**config.mk**
```make
export PLATFORM = sky130hd
export DESIGN_NAME = conv_sequencer
export DESIGN_NICKNAME = d
export VERILOG_FILES = /design/src/rtl/conv_pkg.sv /design/src/rtl/conv_addr_gen.sv /design/src/rtl/conv_sequencer.sv
export SDC_FILE = /design/constraint.sdc
export NUM_CORES = 1
export LEC_CHECK = 0
export ABC_AREA = 1
export CORE_MARGIN = 1.5
export CORE_UTILIZATION = 25
export CTS_CLUSTER_SIZE = 20
export DETAILED_ROUTE_END_ITERATION = 10
export REMOVE_ABC_BUFFERS = 1
export SYNTH_ARGS = -nofsm -noshare
export SYNTH_HDL_FRONTEND = slang
export SYNTH_HIERARCHICAL = 1
export SYNTH_SLANG_ARGS = --single-unit
```
**constraint.sdc**
```tcl
create_clock -name clk -period 5.45 [get_ports clk]
set_input_delay 1.09 -clock clk [delete_from_list [all_inputs] [get_ports clk]]
set_output_delay 1.09 -clock clk [all_outputs]
set_load 0.02 [all_outputs]
```
**src/rtl/conv_pkg.sv**
```systemverilog
// conv_pkg: state encoding, default C1 geometry and address widths shared by the conv sequencer.
package conv_pkg;

    typedef enum logic [2:0] {IDLE, FETCH, DRAIN, WRITE, DONE} conv_state_e;

    localparam int DEF_DATA_WIDTH = 16;
    localparam int DEF_IMG_IN_W   = 32;
    localparam int DEF_IMG_IN_H   = 32;
    localparam int DEF_CONV_OUT   = 28;
    localparam int DEF_KERNEL     = 5;
    localparam int DEF_DEPTH_C    = 6;
    localparam int DEF_MAC_LAT    = 2;

    localparam int IMG_AW = $clog2(DEF_IMG_IN_W * DEF_IMG_IN_H);
    localparam int KER_AW = $clog2(DEF_KERNEL * DEF_KERNEL * DEF_DEPTH_C);
    localparam int OUT_AW = $clog2(DEF_CONV_OUT * DEF_CONV_OUT * DEF_DEPTH_C);

    function automatic int out_cycles(input int kernel, input int mac_lat);
        return kernel * kernel + mac_lat + 1;
    endfunction

    localparam int OUT_CYCLES = out_cycles(DEF_KERNEL, DEF_MAC_LAT);

endpackage

```
**src/rtl/conv_addr_gen.sv**
```systemverilog
// conv_addr_gen: nested kc/kr/col/row/f counters with registered image, kernel and output addresses.
module conv_addr_gen import conv_pkg::*; #(
    parameter int ImgInW  = DEF_IMG_IN_W,
    parameter int ConvOut = DEF_CONV_OUT,
    parameter int Kernel  = DEF_KERNEL,
    parameter int DepthC  = DEF_DEPTH_C,
    parameter int IAW     = IMG_AW,
    parameter int KAW     = KER_AW,
    parameter int OAW     = OUT_AW
) (
    input  logic           clk,
    input  logic           rst_n,
    input  logic           clear_i,
    input  logic           adv_tap_i,
    input  logic           adv_pos_i,
    output logic           tap_first_o,
    output logic           tap_last_o,
    output logic           pos_last_o,
    output logic [IAW-1:0] img_addr_o,
    output logic [KAW-1:0] ker_addr_o,
    output logic [OAW-1:0] out_addr_o
);

    localparam int KW = $clog2(Kernel + 1);
    localparam int PW = $clog2(ConvOut + 1);
    localparam int FW = $clog2(DepthC + 1);

    logic [KW-1:0]  kc_q, kc_d, kr_q, kr_d;
    logic [PW-1:0]  col_q, col_d, row_q, row_d;
    logic [FW-1:0]  f_q, f_d;
    logic [IAW-1:0] img_d;
    logic [KAW-1:0] ker_d;
    logic [OAW-1:0] out_d;
    logic           kc_wrap, kr_wrap, col_wrap, row_wrap, f_wrap;

    assign kc_wrap     = kc_q == KW'(Kernel - 1);
    assign kr_wrap     = kr_q == KW'(Kernel - 1);
    assign col_wrap    = col_q == PW'(ConvOut - 1);
    assign row_wrap    = row_q == PW'(ConvOut - 1);
    assign f_wrap      = f_q == FW'(DepthC - 1);
    assign tap_first_o = kc_q == '0 && kr_q == '0;
    assign tap_last_o  = kc_wrap && kr_wrap;
    assign pos_last_o  = col_wrap && row_wrap && f_wrap;

    always_comb begin
        kc_d  = kc_q;
        kr_d  = kr_q;
        col_d = col_q;
        row_d = row_q;
        f_d   = f_q;
        if (clear_i) begin
            kc_d  = '0;
            kr_d  = '0;
            col_d = '0;
            row_d = '0;
            f_d   = '0;
        end else begin
            if (adv_tap_i) begin
                kc_d = kc_wrap ? '0 : kc_q + 1'b1;
                kr_d = kc_wrap ? (kr_wrap ? '0 : kr_q + 1'b1) : kr_q;
            end
            if (adv_pos_i) begin
                col_d = col_wrap ? '0 : col_q + 1'b1;
                row_d = col_wrap ? (row_wrap ? '0 : row_q + 1'b1) : row_q;
                f_d   = (col_wrap && row_wrap) ? (f_wrap ? '0 : f_q + 1'b1) : f_q;
            end
        end
        // Addresses are formed at 32 bits from the next counters so the registers track them exactly.
        img_d = IAW'((32'(row_d) + 32'(kr_d)) * 32'(ImgInW) + 32'(col_d) + 32'(kc_d));
        ker_d = KAW'(32'(f_d) * 32'(Kernel * Kernel) + 32'(kr_d) * 32'(Kernel) + 32'(kc_d));
        out_d = OAW'(32'(f_d) * 32'(ConvOut * ConvOut) + 32'(row_d) * 32'(ConvOut) + 32'(col_d));
    end

    always_ff @(posedge clk or negedge rst_n) begin
        if (!rst_n) begin
            kc_q       <= '0;
            kr_q       <= '0;
            col_q      <= '0;
            row_q      <= '0;
            f_q        <= '0;
            img_addr_o <= '0;
            ker_addr_o <= '0;
            out_addr_o <= '0;
        end else begin
            kc_q       <= kc_d;
            kr_q       <= kr_d;
            col_q      <= col_d;
            row_q      <= row_d;
            f_q        <= f_d;
            img_addr_o <= img_d;
            ker_addr_o <= ker_d;
            out_addr_o <= out_d;
        end
    end

endmodule

```
**src/rtl/conv_sequencer.sv**
```systemverilog
// conv_sequencer: C1 convolution control FSM driving image/kernel reads, the MAC and output writes.
// Optional CONV_SEQ_PERF_CNT_EN adds a saturating stall_cycles counter of WRITE cycles without out_ready.
module conv_sequencer import conv_pkg::*; #(
    parameter int DATA_WIDTH = DEF_DATA_WIDTH,
    parameter int ImgInW     = DEF_IMG_IN_W,
    parameter int ImgInH     = DEF_IMG_IN_H,
    parameter int ConvOut    = DEF_CONV_OUT,
    parameter int Kernel     = DEF_KERNEL,
    parameter int DepthC     = DEF_DEPTH_C,
    parameter int MacLat     = DEF_MAC_LAT,
    localparam int IAW = $clog2(ImgInW * ImgInH),
    localparam int KAW = $clog2(Kernel * Kernel * DepthC),
    localparam int OAW = $clog2(ConvOut * ConvOut * DepthC)
) (
    input  logic           clk,
    input  logic           reset,
    input  logic           start,
    output logic           busy,
    output logic           done,
    output logic [IAW-1:0] img_addr,
    output logic [KAW-1:0] ker_addr,
    output logic           mac_en,
    output logic           mac_clear,
    output logic           out_valid,
    input  logic           out_ready,
    output logic [OAW-1:0] out_addr
`ifdef CONV_SEQ_PERF_CNT_EN
    ,output logic [31:0]   stall_cycles
`endif
);

    localparam int LW = $clog2(MacLat + 1);

    if (ConvOut != ImgInW - Kernel + 1 || DATA_WIDTH < 1 || MacLat < 1) begin : g_bad_geometry
        $error("conv_sequencer: inconsistent geometry parameters");
    end

    conv_state_e state_q, state_d;
    logic [LW-1:0] drain_q, drain_d;
    logic clear, adv_tap, adv_pos, tap_first, tap_last, pos_last;

    conv_addr_gen #(
        .ImgInW (ImgInW),
        .ConvOut(ConvOut),
        .Kernel (Kernel),
        .DepthC (DepthC),
        .IAW    (IAW),
        .KAW    (KAW),
        .OAW    (OAW)
    ) u_addr_gen (
        .clk        (clk),
        .rst_n      (reset),
        .clear_i    (clear),
        .adv_tap_i  (adv_tap),
        .adv_pos_i  (adv_pos),
        .tap_first_o(tap_first),
        .tap_last_o (tap_last),
        .pos_last_o (pos_last),
        .img_addr_o (img_addr),
        .ker_addr_o (ker_addr),
        .out_addr_o (out_addr)
    );

    always_comb begin
        state_d   = state_q;
        drain_d   = drain_q;
        clear     = 1'b0;
        adv_tap   = 1'b0;
        adv_pos   = 1'b0;
        mac_en    = 1'b0;
        out_valid = 1'b0;
        case (state_q)
            IDLE: begin
                clear   = start;
                state_d = start ? FETCH : IDLE;
            end
            FETCH: begin
                mac_en  = 1'b1;
                adv_tap = 1'b1;
                drain_d = '0;
                state_d = tap_last ? DRAIN : FETCH;
            end
            DRAIN: begin
                drain_d = drain_q + 1'b1;
                state_d = drain_q == LW'(MacLat - 1) ? WRITE : DRAIN;
            end
            WRITE: begin
                out_valid = 1'b1;
                adv_pos   = out_ready;
                state_d   = !out_ready ? WRITE : pos_last ? DONE : FETCH;
            end
            default: state_d = IDLE;
        endcase
    end

    assign mac_clear = mac_en && tap_first;
    assign busy      = state_q == FETCH || state_q == DRAIN || state_q == WRITE;
    assign done      = state_q == DONE;

    always_ff @(posedge clk or negedge reset) begin
        if (!reset) begin
            state_q <= IDLE;
            drain_q <= '0;
        end else begin
            state_q <= state_d;
            drain_q <= drain_d;
        end
    end

`ifdef CONV_SEQ_PERF_CNT_EN
    logic [31:0] stall_q, stall_d;

    assign stall_d = (state_q == IDLE && start) ? '0 :
                     (state_q == WRITE && !out_ready && stall_q != '1) ? stall_q + 1'b1 : stall_q;
    assign stall_cycles = stall_q;

    always_ff @(posedge clk or negedge reset) begin
        if (!reset) stall_q <= '0;
        else        stall_q <= stall_d;
    end
`endif

endmodule

```
* Word-level counts from Yosys, hierarchy flattened
Index checks and enable logic that the tools add are counted.
** Cells by class
- Multiply operators :: 4
- Mux-type cells :: 29
- Equality and inequality tests :: 10
- Reductions and logical operators :: 11
- $add $sub $neg :: 13
** Operators by type and width (count)
- two-way mux 3 bit :: 13
- two-way mux 5 bit :: 7
- adder 13 x 10 -> 13 bit :: 1
- adder 13 x 5 -> 13 bit :: 1
- equality test 3 bit (second input constant) :: 4
- case mux 3 bit (4 select lines) :: 1
- adder 10 x 3 -> 10 bit :: 1
- adder 10 x 5 -> 10 bit :: 1
- adder 5 x 1 -> 5 bit (second input constant) :: 2
- equality test 5 bit (second input constant) :: 2
- adder 3 x 1 -> 3 bit (second input constant) :: 3
- logical NOT 3 bit :: 3
- multiplier 3 x 6 -> 9 bit (second input constant) :: 1
- adder 8 x 3 -> 8 bit :: 1
- adder 8 x 6 -> 8 bit :: 1
- multiplier 3 x 5 -> 8 bit (second input constant) :: 1
- multiplier 5 x 3 -> 8 bit (second input constant) :: 1
- equality test 3 x 2 -> 1 bit (second input constant) :: 2
- multiplier 3 x 3 -> 6 bit (second input constant) :: 1
- two-way mux 1 bit :: 6
- adder 5 x 3 -> 5 bit :: 1
- logical AND 1 bit :: 5
- case mux 2 bit (2 select lines) :: 1
- equality test 3 x 1 -> 1 bit (second input constant) :: 1
- 5 further kinds :: 6
** Word-level totals
- Register bits :: 55
- Word-level logic and storage cells :: 77

* Logic depth before layout (Yosys ltp)
Gate-level depths: netlist of the first run.
- Word-level depth :: 8
- Depth in mapped cells :: 25

* By module
The synthesis of the first run kept the hierarchy.
** By module, submodules not included
- conv_addr_gen :: seq. area each 1201.2 µm², area each 3514.6 µm², cells each 381, instances 1
- conv_sequencer :: seq. area each 125.1 µm², area each 316.6 µm², cells each 44, instances 1

* Least setup slack after synthesis of the first run
Ideal clock, no wire load.
- Path kind :: input -> register
- From :: in start
- To :: reg u_addr_gen.out_addr_o[10]
- Required time :: 5.371 ns
- Path slack :: 0.778 ns
- Stages :: 16
- Buffers on the path :: 0
- Arrival :: 4.593 ns
- Path through :: nand3_1 inv_1 inv_1 o21ai_0 a21oi_1 fa_1 ha_1 fa_1 xor2_1 ha_1 ha_1 nand2_1 o21ai_0 a21oi_1 o21ai_0 xor2_1
** On the way
- Word-level cells in the longest chain between the ends :: 5
** Ends and longest elaborated chain
- from (decl) :: RTL line conv_sequencer.sv:17 : input logic start,
- two-way mux 1 bit :: RTL line conv_sequencer.sv:72 : case (state_q)
- via clear :: RTL line conv_sequencer.sv:40 : logic clear, adv_tap, adv_pos, tap_first, tap_last, pos_last;
- two-way mux 5 bit :: RTL line conv_addr_gen.sv:51 : if (clear_i) begin
- via u_addr_gen.row_d[1] :: RTL line conv_addr_gen.sv:29 : logic [PW-1:0] col_q, col_d, row_q, row_d;
- multiplier 5 x 3 -> 8 bit :: RTL line conv_addr_gen.sv:71 : out_d = OAW'(32'(f_d) * 32'(ConvOut * ConvOut) + 32'(row_d) * 32'(ConvOut) + 32'(col_d));
- adder 13 x 10 -> 13 bit :: RTL line conv_addr_gen.sv:71
- adder 13 x 5 -> 13 bit :: RTL line conv_addr_gen.sv:71
- via u_addr_gen.out_d[10] :: RTL line conv_addr_gen.sv:33 : logic [OAW-1:0] out_d;
- to (signal assigned) :: RTL line conv_addr_gen.sv:92 : out_addr_o <= out_d;
- to (decl) :: RTL line conv_addr_gen.sv:21 : output logic [OAW-1:0] out_addr_o
The timed path passes the listed nets, and every way through them passes these cells.
A chain may end at the register's enable or synchronous reset.

* Worst setup path after layout of the first run
Ends and elaborated chain as after synthesis.

==> impl_metrics.tcl, run 1 <==
set metrics [dict create \
    syn_to_final_growth_pct 21.7 \
    yosysWarnings 6 \
    cp-start-kind "input pin" \
    synth_edf_count 0 \
    path_cells "clkdlybuf4s50_1 -> nand3_1 -> inv_1 -> inv_1 -> nand2_2 -> a21oi_1 -> fa_1 -> ha_1 -> fa_1 -> xor2_1 -> ha_1 -> ha_1 -> nand2_1 -> o21ai_0 -> a21oi_1 -> o21ai_0 -> xor2_1" \
    io_pins 40 \
    ys_async_sr_fraction_pct 100 \
    grt_max_degree 54 \
    hold_viol 0 \
    drt_iter0_drc 86 \
    synth_area_leaders "dfrtp_1 (35%), ha_1 (19%), nand2_1 (7.0%)" \
    tightest_slew_ps 689 \
    worstReg2RegStart "u_addr_gen/col_q[0]" \
    path_max_fanout 9 \
    period_share_pct 92.0 \
    slew_headroom_pct 54.1 \
    synth.most_common_cell "nand2_1" \
    r2r_setup_slack_ps 1110 \
    worst_r2r_path_depth 16 \
    first_global_vias 2990 \
    p_leak_nw 2.51 \
    syn_area_per_cell_sq_um 9.01 \
    io_buffer_count 39 \
    synth_common_cells "nand2_1 (71), inv_1 (59), ha_1 (58)" \
    grt_pass1_wl_um 13800 \
    pwr_density_cell_nw_per_um2 400 \
    overflow 0 \
    yosys.area.top_type "dfrtp_1" \
    synth_seq_area_share_pct 34.6 \
    min_path_cells 1 \
    drt_pass1_iterations 4 \
    cp-startpoint "start" \
    critPathTopFamily "adder cells" \
    yosys.area_share.simple_pct 21.8 \
    synth_cells 425 \
    num_rows 45 \
    die_x_um 127 \
    drive_gt1_share_pct 11.5 \
    outcome "finished, final reports clean" \
    cp_num_buf_inv 3 \
    cts-root-buf "clkbuf_16" \
    clock_skew_ps 5.77 \
    drtAntennaViolNets 0 \
    place.detailed.hpwl_um 6240 \
    netlist_area_sq_um 3830 \
    cp-end-kind "flip-flop" \
    vias 2854 \
    yosysTopAreaCellShare_pct 34.6 \
    avgRoutedWirePerCell_um 11.8 \
    drcViolationCount 0 \
    gp_congestion 0.851 \
    cp.required_ps 5660 \
    routed_wl_um 7840 \
    start_util_pct 25.4 \
    cts_buffers 5 \
    clk_pin_slew_ps 70 \
    cp.arrival_ps 5230 \
    worstSetupPathType "in2reg" \
    cts_max_level 2 \
    cts_tree "yes" \
    hp-start "drain_q[0]" \
    fmax_mhz 199 \
    period_minus_slack_ps 5020 \
    synth-compound-area-share_pct 6.21 \
    regToRegEndpoint "u_addr_gen/out_addr_o[10]" \
    layout.nets 550 \
    cpPeakStageDelay_ps 490 \
    cp_slowest_cell "fa_1" \
    cts.sinks 53 \
    vias_per_cell 4.29 \
    cts_hold_buf 0 \
    ir_drop_v 0.000145 \
    track_usage_pct 10.5 \
    final.setup.tns_ps 0 \
    post_cts_buffers 0 \
    rsz0062_at_grt "false" \
    ys.flop_type "dfrtp_1" \
    post_cts_resized 0 \
    maxCapViolCount 0 \
    diodes 0 \
    maxSlewViolCount 0 \
    ys_seq_elements 53 \
    core-area_sq_um 15100 \
    synth_fa_ha_area_share_pct 24.7 \
    die_h_um 127 \
    synth.area.mux_share_pct 0 \
    ys_types 35 \
    synth_top_family_by_area "adder cells" \
    setup_viol 0 \
    yosys.area_share.xor_xnor_pct 5.49 \
    clk_path_buf_depth 2 \
    antenna_found_initial 0 \
    clkLatencyLatePin_ps 290 \
    cpMostUsedCell "ha_1" \
    die-area_sq_um 16100 \
    min_path_type "reg2reg" \
    final_core_util_pct 30.9 \
    hold_path_end "drain_q[0]" \
]
[where the power goes]
group          internal, mW  switching [mW]  leakage, nW
Sequential            0.497          0.0486        0.706
Combinational         0.400           0.558         1.73
Clock                 0.218           0.143       0.0810
[logic make-up after synthesis]
| group | count (synthesis) |
|---|---|
| xor+xnor | 24 |
| compound gates | 43 |
| buf+inv | 69 |
| fa+ha+maj | 69 |
| flops | 53 |
| simple gates | 167 |
[final cells by class]
cell class | instances | area [sq um]
Timing Repair Buffer | 49 | 460
Clock inverter | 2 | 38.8
Inverter | 65 | 245
Tap cell | 188 | 235
Fill cell | 1584 | 10400
Clock buffer | 6 | 129
Multi-Input combinational cell | 303 | 2230
Sequential cell | 53 | 1330
[flip-flops by register name, summed over array words and instances (netlist names)]
name                   cells
u_addr_gen/out_addr_o     11
u_addr_gen/img_addr_o     10
u_addr_gen/ker_addr_o      8
u_addr_gen/col_q           5
u_addr_gen/row_q           5
state_q                    3
u_addr_gen/f_q             3
u_addr_gen/kc_q            3
u_addr_gen/kr_q            3
drain_q                    2
[placed cells by master (no fill, tap or decap), drive strengths merged]
master,count
nand2,84
inv,64
ha,58
dfrtp,53
clkdlybuf4s50,38
nor2,37
nand3,30
a21oi,26
xor2,17
fa,11
buf,11
o21ai,11
xnor2,7
nor3,6
nand4,6
clkbuf,6
o21bai,3
or2,2
clkinv,2
bufinv,1
nor2b,1
a21o,1
nor3b,1
a211oi,1
a31oi,1
[worst max path at each step]
| stage | slack (ps) | cells past startpoint | endpoint |
|---|---|---|---|
| after global routing | 40 | 17 | u_addr_gen/out_addr_o[10] |
| after floorplan | 320 | 15 | u_addr_gen/out_addr_o[10] |
| after detailed placement | 170 | 17 | u_addr_gen/out_addr_o[10] |
| after global placement | 280 | 19 | u_addr_gen/out_addr_o[10] |
| after CTS | 440 | 19 | u_addr_gen/out_addr_o[10] |
| final | 430 | 17 | u_addr_gen/out_addr_o[10] |
[per-stage QoR]
step	total power [mW]	hold WS, ps	instances	cell area [sq um]	setup WS [ps]
5_1_grt	2.04	531	666	4660	41.8
3_5_place_dp	1.53	491	658	4500	170
4_1_cts	1.90	504	666	4660	441
6_report	1.86	499	666	4660	434
2_1_floorplan	1.18	453	421	3800	318
3_3_place_gp	1.50	470	658	4500	282
[metal layers]
| metal | track usage [%] | up-vias | routed length (um) |
|---|---|---|---|
| li1 | - | 1472 | - |
| met1 | 14.2 | 1327 | 3990 |
| met2 | 17.6 | 48 | 3520 |
| met3 | 2.19 | 7 | 275 |
| met4 | 2.07 | 0 | 65 |
| met5 | 0 | - | 0 |
Note: power is estimated with default switching activity, not from simulation.
==> run 2, diff against run 1 <==
--- a/config.mk
+++ b/config.mk
@@ -6,10 +6,11 @@
 export NUM_CORES = 1
 export LEC_CHECK = 0
 export ABC_AREA = 1
-export CORE_MARGIN = 1.5
+export CORE_MARGIN = 2
 export CORE_UTILIZATION = 25
 export CTS_CLUSTER_SIZE = 20
 export DETAILED_ROUTE_END_ITERATION = 10
+export GPL_TIMING_DRIVEN = 1
 export REMOVE_ABC_BUFFERS = 1
 export SYNTH_ARGS = -nofsm -noshare
 export SYNTH_HDL_FRONTEND = slang
==> constraint.sdc (replaced) <==
create_clock -name clk -period 4.9 [get_ports clk]
set_input_delay 0.98 -clock clk [delete_from_list [all_inputs] [get_ports clk]]
set_output_delay 0.98 -clock clk [all_outputs]
set_load 0.02 [all_outputs]
==> run 2 against run 1 <==
Die area grew 1.6%. Sequential power grew 11%. Worst hold slack lost 14 ps. Final cell count grew 3.5%. Register-to-register slack lost 380 ps. Sequential cell count is the same. Clock power grew 3%. Power grew 15%. First-iteration DRC count grew 44%. Setup slack lost 98 ps. Utilization grew 1.4 points. Combinational power grew 22%. Largest cell class unchanged.
==> impl_metrics.tcl, run 2 (same netlist as run 1, synthesis figures left out) <==
set metrics [dict create \
    netSwitchingPower_uw 861 \
    outcome "finished, final reports clean" \
    setup_viol 0 \
    diodes 0 \
    first_global_vias 3038 \
    setup_ws_ps 336 \
    cts_buffers 5 \
    path_cells "clkdlybuf4s50_1 -> inv_1 -> nor2_1 -> buf_4 -> nand4_1 -> a21oi_2 -> fa_1 -> ha_1 -> fa_1 -> xor2_1 -> ha_1 -> ha_4 -> nand2_1 -> o21ai_2 -> a21oi_1 -> o21ai_1 -> xor2_1" \
    core-area_sq_um 15100 \
    switching_share_pct 40.1 \
    tightest_slew_ps 688 \
    worstSetupPathType "in2reg" \
    slew_headroom_pct 54.2 \
    die_x_um 128 \
    maxCapViolCount 0 \
    top_regs "u_addr_gen/out_addr_o (11), u_addr_gen/img_addr_o (10), u_addr_gen/ker_addr_o (8)" \
    gp_congestion 0.816 \
    io_buffer_count 39 \
    cp-end-kind "flip-flop" \
    antenna_found_initial 0 \
    cts_max_level 2 \
    layout.nets 573 \
    cts_tree "yes" \
    ir_drop_v 0.000164 \
    p_clk_share_pct 17.4 \
    seqPwrFrac_pct 28.3 \
    comb_power_share_pct 54.4 \
    start_util_pct 25.4 \
    fmax_mhz 219 \
    r2r_setup_slack_ps 730 \
    period_share_pct 93.1 \
    hold_viol 0 \
    num_rows 45 \
    die_h_um 128 \
    avgRoutedWirePerCell_um 12.1 \
    die-area_sq_um 16300 \
    rsz0062_at_grt "false" \
    drt_pass1_iterations 4 \
    regMostFlops "u_addr_gen/out_addr_o" \
    vias 2983 \
    path_max_fanout 8 \
    final_common_cell "nand2_1" \
    place.detailed.hpwl_um 6790 \
    p_int_mw 1.29 \
    fillers 1565 \
    syn_to_final_growth_pct 27.0 \
    cp_slowest_cell "clkdlybuf4s50_1" \
    cp.arrival_ps 4770 \
    grt_pass1_wl_um 14200 \
    period_minus_slack_ps 4560 \
    multi_input_area_sq_um 2270 \
    ff_latch_area_sq_um 1330 \
    drcViolationCount 0 \
    drtAntennaViolNets 0 \
    cp-start-kind "input pin" \
    drive_gt1_share_pct 17.2 \
    overflow 0 \
    routed_wl_um 8360 \
    clock_skew_ps 8.40 \
    cp_num_buf_inv 3 \
    vias_per_cell 4.33 \
    largest_register_ffs 11 \
    min_path_type "reg2reg" \
    clk_path_buf_depth 2 \
    pwr_density_cell_nw_per_um2 442 \
    io_pins 40 \
    dp_slack_ps -176 \
    maxSlewViolCount 0 \
    clk_pin_slew_ps 70 \
    clkLatencyLatePin_ps 290 \
    p_leak_nw 2.62 \
    grt_max_degree 54 \
    cts.sinks 53 \
    cts-root-buf "clkbuf_16" \
    track_usage_pct 10.8 \
    layout_common_cells "nand2_1 (71), inv_1 (59), ha_1 (56), dfrtp_1 (53), clkdlybuf4s50_1 (38)" \
    critPathTopFamily "adder cells" \
    cpPeakStageDelay_ps 490 \
    drt_iter0_drc 124 \
    cp.required_ps 5110 \
    power.total_mw 2.15 \
]
==> run 2: changes by cell type in the layout (fill, tap and decap cells not counted), sizes merged <==
| cell | previous run | this run |
|---|---|---|
| buf | 11 | 34 |
| bufinv | 1 | 0 |
| clkbuf | 6 | 7 |
==> run 2: worst reg2reg max path: stages, from the launching register on <==
cell and delay [ps]:
dfrtp_1 420, inv_2 80, nor2_4 90, nand2_2 80, clkinv_2 100, inv_1 80, nor2_1 150, inv_1 120
a211oi_1 360, ha_1 300, ha_1 290, ha_1 290, inv_1 50, fa_1 500, inv_1 70, fa_1 450
nand3_1 100, nand2_1 90, nand2_1 80, nand2_1 60, a21oi_1 150, xor2_1 180
==> run 2: layout make-up <==
class,count,area share [%]
sequential,53,27.2
clock buffer,7,3.14
timing repair buffer,72,13.0
tap,188,4.83
multi-input combinational,303,46.6
inverter,65,5.04
clock inverter,1,0.103
==> run 2: power by group through the flow <==
stage                     combinational [mW]  sequential, mW  clock [mW]
after global placement                  1.12           0.615           0
after CTS                               1.17           0.610       0.385
final                                   1.17           0.608       0.373
after detailed placement                1.16           0.617           0
after floorplan                        0.614           0.698           0
after global routing                    1.32           0.623       0.401
==> run 2: stage by stage <==
step | instance area [sq um] | utilization [%] | setup TNS, ps | instances | hold WS, ps
after floorplan | 3800 | - | -232 | 421 | 453
after global placement | 4650 | 30.8 | 0 | 679 | 470
after CTS | 4810 | 31.9 | 0 | 687 | 487
final | 4870 | 32.3 | 0 | 689 | 485
after detailed placement | 4650 | 30.8 | -269 | 679 | 478
after global routing | 4870 | 32.3 | 0 | 689 | 516
==> run 2: timing repair <==
action / 4_1_cts / 5_1_grt
resized for setup: 0 / 11
setup buffers: 0 / 2
hold buffers: 0 / 0
setup endpoints to repair: 0 / 4
==> run 2: worst paths after layout <==
kind / startpoint / to / cells after the start
min: drain_q[0] / drain_q[0] / 1
max: out_ready / u_addr_gen/out_addr_o[10] / 17
max in group asynchronous: reset / u_addr_gen/col_q[1] / 2
min in group asynchronous: reset / drain_q[0] / 2
min reg2reg: drain_q[0] / drain_q[0] / 1
max reg2reg: state_q[0] / u_addr_gen/ker_addr_o[7] / 21
==> run 2: layer usage <==
| layer | up-vias | global-route usage [%] | routed length, um | share of wire [%] |
|---|---|---|---|---|
| li1 | 1527 | - | - | - |
| met1 | 1402 | 14.4 | 4010 | 48 |
| met2 | 50 | 18.4 | 3940 | 47 |
| met3 | 4 | 2.21 | 366 | 4.4 |
| met4 | 0 | 1.94 | 46 | 0.55 |
| met5 | - | 0 | 0 | 0 |
